File: config.mk
export PLATFORM = sky130hd
export DESIGN_NAME = seg_scan_decoder
export DESIGN_NICKNAME = d
export VERILOG_FILES = /design/src/rtl/seg_scan_decoder.sv
export SDC_FILE = /design/constraint.sdc
export NUM_CORES = 1
export LEC_CHECK = 0
export CAP_MARGIN = 30
export CORE_MARGIN = 4
export CORE_UTILIZATION = 50
export DETAILED_ROUTE_END_ITERATION = 10
export GPL_TIMING_DRIVEN = 0
export PLACE_DENSITY = 0.77
export SYNTH_ARGS = -nofsm -noshare
export SYNTH_HDL_FRONTEND = slang
export SYNTH_SLANG_ARGS = --single-unit
File: constraint.sdc
create_clock -name clk -period 14.55 [get_ports clk]
set_clock_uncertainty 0.15 [all_clocks]
set_input_delay 2.91 -clock clk [delete_from_list [all_inputs] [get_ports clk]]
set_output_delay 2.91 -clock clk [all_outputs]
set_load 0.02 [all_outputs]
File: src/rtl/seg_scan_decoder.sv
// Purpose : recovers BCD digits from a multiplexed, active-low 4-digit 7-segment scan bus.
// Latency : a pattern held from edge k is visible on the outputs after edge k+STABLE_CYCLES.
// Backpr. : none; the scan bus is observed passively and update is a one-cycle strobe.
// Ports   : clk, rst (async, active-high); an[3:0], seg[6:0], dp (active-low inputs);
//           digits[15:0] (BCD nibble per digit), valid/err/dp_out[3:0] per digit, update strobe.
module seg_scan_decoder #(
    parameter int STABLE_CYCLES  = 4,
    parameter int TIMEOUT_CYCLES = 1000000
) (
    input  logic        clk,
    input  logic        rst,
    input  logic [3:0]  an,
    input  logic [6:0]  seg,
    input  logic        dp,
    output logic [15:0] digits,
    output logic [3:0]  valid,
    output logic [3:0]  err,
    output logic [3:0]  dp_out,
    output logic        update
);

    typedef enum logic [1:0] {IDLE, TRACK, HOLD} state_t;

    localparam logic [7:0]  STABLE_MAX = 8'(STABLE_CYCLES);
    localparam logic [23:0] AGE_MAX    = 24'(TIMEOUT_CYCLES);
    localparam logic [23:0] AGE_LAST   = AGE_MAX - 24'd1;

    // Input sample and the sample taken one edge earlier, for the identity test.
    logic [3:0]  r_an,      r_prev_an;
    logic [6:0]  r_seg,     r_prev_seg;
    logic        r_dp,      r_prev_dp;

    state_t      r_state;
    logic [7:0]  r_cnt;
    logic [23:0] r_age [4];
    logic [15:0] r_digits;
    logic [3:0]  r_valid;
    logic [3:0]  r_err;
    logic [3:0]  r_dp_out;
    logic        r_update;

    logic [3:0]  w_low;
    logic        w_legal;
    logic        w_same;
    logic [1:0]  w_sel;
    logic [3:0]  w_val;
    logic        w_glyph;
    logic        w_blank;
    logic        w_capture;

    // Legal scan slot: exactly one anode driven low.
    assign w_low   = ~r_an;
    assign w_legal = (w_low != 4'd0) && ((w_low & (w_low - 4'd1)) == 4'd0);
    assign w_same  = (r_an == r_prev_an) && (r_seg == r_prev_seg) && (r_dp == r_prev_dp);

    always_comb begin
        w_sel = 2'd0;
        case (w_low)
            4'b0010: w_sel = 2'd1;
            4'b0100: w_sel = 2'd2;
            4'b1000: w_sel = 2'd3;
            default: w_sel = 2'd0;
        endcase
    end

    always_comb begin
        w_val   = 4'd0;
        w_glyph = 1'b1;
        case (r_seg)
            7'b1000000: w_val = 4'd0;
            7'b1111001: w_val = 4'd1;
            7'b0100100: w_val = 4'd2;
            7'b0110000: w_val = 4'd3;
            7'b0011001: w_val = 4'd4;
            7'b0010010: w_val = 4'd5;
            7'b0000010: w_val = 4'd6;
            7'b1111000: w_val = 4'd7;
            7'b0000000: w_val = 4'd8;
            7'b0010000: w_val = 4'd9;
            default:    w_glyph = 1'b0;
        endcase
    end

    assign w_blank = (r_seg == 7'b1111111);

    // The identical sample that would bring the count up to STABLE_CYCLES captures.
    assign w_capture = (r_state == TRACK) && w_legal && w_same &&
                       ((r_cnt + 8'd1) >= STABLE_MAX);

    always_ff @(posedge clk or posedge rst) begin
        if (rst) begin
            r_an       <= 4'hF;
            r_seg      <= 7'h7F;
            r_dp       <= 1'b1;
            r_prev_an  <= 4'hF;
            r_prev_seg <= 7'h7F;
            r_prev_dp  <= 1'b1;
        end else begin
            r_an       <= an;
            r_seg      <= seg;
            r_dp       <= dp;
            r_prev_an  <= r_an;
            r_prev_seg <= r_seg;
            r_prev_dp  <= r_dp;
        end
    end

    always_ff @(posedge clk or posedge rst) begin
        if (rst) begin
            r_state  <= IDLE;
            r_cnt    <= 8'd0;
            r_digits <= 16'd0;
            r_valid  <= 4'd0;
            r_err    <= 4'd0;
            r_dp_out <= 4'd0;
            r_update <= 1'b0;
            for (int i = 0; i < 4; i++) r_age[i] <= 24'd0;
        end else begin
            r_update <= w_capture;

            case (r_state)
                IDLE: begin
                    if (w_legal) begin
                        r_state <= TRACK;
                        r_cnt   <= 8'd1;
                    end else begin
                        r_cnt   <= 8'd0;
                    end
                end
                TRACK: begin
                    if (!w_legal) begin
                        r_state <= IDLE;
                        r_cnt   <= 8'd0;
                    end else if (!w_same) begin
                        r_cnt   <= 8'd1;
                    end else if (w_capture) begin
                        r_state <= HOLD;
                        r_cnt   <= STABLE_MAX;
                    end else begin
                        r_cnt   <= r_cnt + 8'd1;
                    end
                end
                HOLD: begin
                    if (!w_legal) begin
                        r_state <= IDLE;
                        r_cnt   <= 8'd0;
                    end else if (!w_same) begin
                        r_state <= TRACK;
                        r_cnt   <= 8'd1;
                    end
                end
                default: begin
                    r_state <= IDLE;
                    r_cnt   <= 8'd0;
                end
            endcase

            // Capture takes priority over an expiring age on the same digit.
            for (int i = 0; i < 4; i++) begin
                if (w_capture && (w_sel == 2'(i))) begin
                    r_age[i]          <= 24'd0;
                    r_digits[4*i +: 4] <= w_glyph ? w_val : 4'd0;
                    r_valid[i]        <= w_glyph;
                    r_err[i]          <= !w_glyph && !w_blank;
                    r_dp_out[i]       <= ~r_dp;
                end else begin
                    if (r_age[i] < AGE_MAX) r_age[i] <= r_age[i] + 24'd1;
                    // This edge brings the age to the timeout value.
                    if (r_age[i] >= AGE_LAST) r_valid[i] <= 1'b0;
                end
            end
        end
    end

    assign digits = r_digits;
    assign valid  = r_valid;
    assign err    = r_err;
    assign dp_out = r_dp_out;
    assign update = r_update;

endmodule

==> reports/results.md <==
| Step | Item | Reported |
| --- | --- | --- |
| status | Run status | finished, final reports clean |
| power | Fraction of power consumed by sequential logic | 0.500 |
| detailed routing | Post-route DRC | 0 |
| detailed routing | Routed length per instance | 16.4 um |
| detailed routing | Wirelength, routed | 16.7 mm |
| setup path | Startpoint types | flop |
| cells and area | Most common cell after layout, fill and taps aside | dfrtp_1 |
| synth | Fraction of registers with async set or reset after synthesis | 1.00 |
| clocking | Clk buf depth | 2 |
| clocking | Clock tree sinks | 159 |
| clocking | Number of hold buffers added after cts | 0 |
| cells and area | Final instance count without filler cells | 1022 |
| detailed routing | DR pass1 iterations | 6 |
| synth | Post-synthesis share of cell area spent on and, or, nand and nor gates | 0.220 |
| placed design | Cell count after placement | 989 |
| synth | FF+latch count, synth | 159 |
| clocking | Total clock buffers created by CTS | 17 |
| timing | Achievable frequency | 221 MHz |
| setup path | Largest stage delay, worst path | 630 ps |
| grt | Number of global-route vias before repair | 6065 |
| detailed routing | Detail Route Antenna Nets | 0 |
| cells and area | Final core occ | 0.598 |
| synth | Syn avg cell area | 10.7 um2 |
| detailed routing | Routed via count | 5992 |
| timing | Setup repair after global routing missed its margin | no |
| setup path | Stages on the worst setup path | 1 |
| synth | Syn Nets | 754 |
| synth | Xor and xnor area share after synthesis | 0.0694 |
| setup path | CP Class | reg2out |
| die | Io pins | 43 |
| cells and area | Antenna diode count | 0 |
| grt | Global route total overflow | 0 |
| timing | Final Cycle Share | 0.311 |
| timing | Clock period minus worst slack | 4520 ps |
| setup path | Worst Reg-to-Reg Cells | 7 |
| power | Worst voltage drop across the vdd grid | 0.0000841 V |
| min path | Number of instances on the worst hold path | 0 |
| placed design | Half-perimeter wire length of the detailed placement result | 11.3 mm |
| setup path | Data arrival time of the critical path | 1460 ps |
| timing | Final slew viol count | 0 |
| setup path | Element type at the critical path end | output pin |
| placed design | Routability Congestion | 0.877 |
| synth | Number of synthesized flops with an enable pin | 0 |
| synth | Commonest register cell after synthesis | dfrtp_1 |
| synth | Mux share of post-synthesis cell area | 0.0435 |
| die | Core Box Area | 15300 um2 |
| timing | Setup_tns | 0 ps |
| power | Share of total power in the clock network | 0.473 |
| synth | Syn Std Cell Area | 7830 um2 |
| grt | Pin count of the biggest net entering global routing | 107 |
| timing | Max transition margin | 0.424 |
| clocking | Maximum level of the CTS H-tree | 4 |
| timing | Setup violators final | 0 |
| synth | Complex-gate fraction of the synthesized area | 0.113 |
| clocking | Root Driver | clkbuf_16 |
| cells and area | Layout Area Growth over Synthesis | 16.5% |
| synth | YS warnings | 0 |
| cells and area | Post-layout nets | 817 |
| die | Row Count | 45 |
| clocking | Number of buffers added for setup after CTS | 0 |
| synth | Adder-Cell Fraction of Synth Area | 0.00799 |
| synth | Dominant combinational cell family by area after synthesis | simple AND/OR/NAND/NOR gates |
| power | Cell leakage power | 3.78 nW |
| flow run | Max Cap Viol | 0 |
| setup path | Highest-delay cell along the critical path | clkdlybuf4s50_1 |
| setup path | Cells along the critical path | clkdlybuf4s50_1 |
| timing | Worst slew pin tran | 859 ps |
| cells and area | Layout cells sized above 1 | 0.134 |
| die | Die boundary width | 133 um |
| timing | Total count of hold-check failures in the final report | 0 |
| power | Relative contribution of combinational cells to total power | 0.027 |
| synth | Sequential cell area fraction in the yosys report | 0.512 |
| detailed routing | Via-to-Cell Ratio | 5.86 |
| power | Internal | 0.000702 W |
| die | Starting density of the core | 0.513 |
| clocking | Clock insertion delay at the later pin of the skew report | 430 ps |
| synth | Post-synth cell types | 64 |
| grt | First-pass GRT wire length | 28.9 mm |
| setup path | Cell family with the largest share of critical-path delay | buffers and inverters |
| detailed routing | DR iter-0 viols | 606 |
| setup path | Worst-path fanout max | 2 |
| clocking | PostCTS Resize Cnt | 0 |
| grt | Antenna violations before repair | 0 |
| power | Switching share of power | 0.227 |
| setup path | Required @ worst endpoint | 11490 ps |
| power | Switching power | 0.000206 W |
| cells and area | Highest-count cells in the layout ignoring fill and taps | dfrtp_1 (135), nor2_1 (72), xnor2_1 (60) |
| min path | Min-Delay Path Class | reg2reg |
| setup path | CP Buf/Inv Count | 1 |
| die | Die height | 133 um |
| power | Cell area power density | 99.5 nW/um2 |
| placed design | Count of buffers from port buffering | 42 |
| die | Overall die area | 17700 um2 |
| synth | Post-synthesis cell count | 735 |
| grt | GRT Resource Usage Total | 0.197 |
| clocking | Clk slew on worst S/H paths | 60 ps |
| clocking | Clock tree from TritonCTS | built |
cells by family (layout without fill, tap and decap cells):
| logic type | after synthesis | after routing |
|---|---|---|
| and+or+nand+nor | 303 | 303 |
| DFF | 159 | 159 |
| AOI/OAI and AO/OA | 121 | 121 |
| xor gates and xnor gates | 62 | 62 |
| buffers and inverters | 53 | 129 |
| muxes | 32 | 32 |
| adders and majority gates | 5 | 5 |
area by class of cell:
class	instances	area, um2
Buffer	30	180
Clock buffer	19	443
Clock inverter	13	128
Fill cell	1236	6140
Inverter	23	91.3
Multi-Input combinational cell	523	3550
Sequential cell	159	4010
Tap cell	211	264
Timing Repair Buffer	44	453
synthesized netlist by cell type (all sizes together) (5+ instances only):
cell	number	area, um2
dfrtp	135	3380
nor2	72	270
xnor2	60	526
nand2	38	143
a21oi	33	169
dfstp	24	631
nand3	24	120
buf	23	154
inv	23	86.3
nand4	23	144
nor4	23	186
or4	22	169
nor2b	18	113
mux2	16	180
mux2i	16	160
o31ai	15	113
a211oi	14	128
and2	14	87.6
a2111oi	13	114
and3	11	68.8
and4	11	96.3
nor3	11	60.1
o21ai	9	45.0
or3	8	50.1
clkbuf	7	26.3
nor3b	7	52.6
a31oi	6	37.5
ha	5	62.6
o2111a	5	56.3
or2	5	31.3
state kept, by name, indices dropped and copies added, names as in the netlist:
signal	cells
r_dp	1
err	4
valid	4
r_an	4
digits	16
r_prev_seg	7
dp_out	4
r_seg	7
r_cnt	8
r_prev_dp	1
r_prev_an	4
update	1
r_age	96
r_state	2
worst paths after layout:
path	start	endpoint	slack, ps
worst max-delay path	err[3]	err[3]	10030
min in group asynchronous	rst	r_age[42]	2760
worst max register to register	r_cnt[0]	digits[8]	11650
worst min-delay path	r_seg[5]	r_prev_seg[5]	210
worst min register to register	r_seg[5]	r_prev_seg[5]	210
max in group asynchronous	rst	r_dp	10630
power groups by stage:
| stage | sequential, W | combinational (W) | clock (W) |
|---|---|---|---|
| finish | 0.000453 | 0.0000248 | 0.000429 |
| global route | 0.000454 | 0.0000282 | 0.000457 |
| CTS | 0.000453 | 0.0000256 | 0.000437 |
| detailed placement | 0.000461 | 0.0000252 | 0 |
| global placement | 0.000461 | 0.0000230 | 0 |
| floorplan | 0.000460 | 0.0000158 | 0 |
stage by stage:
step           cell area [um2]  power [W]  setup slack [ps]  hold WS (ps)
2_1_floorplan             7830   0.000476              7240           202
3_3_place_gp              8510   0.000484              5420           204
3_5_place_dp              8550   0.000486             10130           205
4_1_cts                   9120   0.000915             10010           215
5_1_grt                   9120   0.000939              9980           218
6_report                  9120   0.000907             10030           215
per-layer routing:
| layer | track usage | vias up | share of wire | routed length, um |
|---|---|---|---|---|
| met5 | 0 | - | 0 | 0 |
| li1 | - | 2828 | - | - |
| met3 | 0.0502 | 42 | 0.056 | 930 |
| met2 | 0.321 | 211 | 0.48 | 8100 |
| met1 | 0.257 | 2911 | 0.44 | 7310 |
| met4 | 0.0697 | 0 | 0.023 | 382 |
Note: power is estimated with default switching activity, not from simulation.
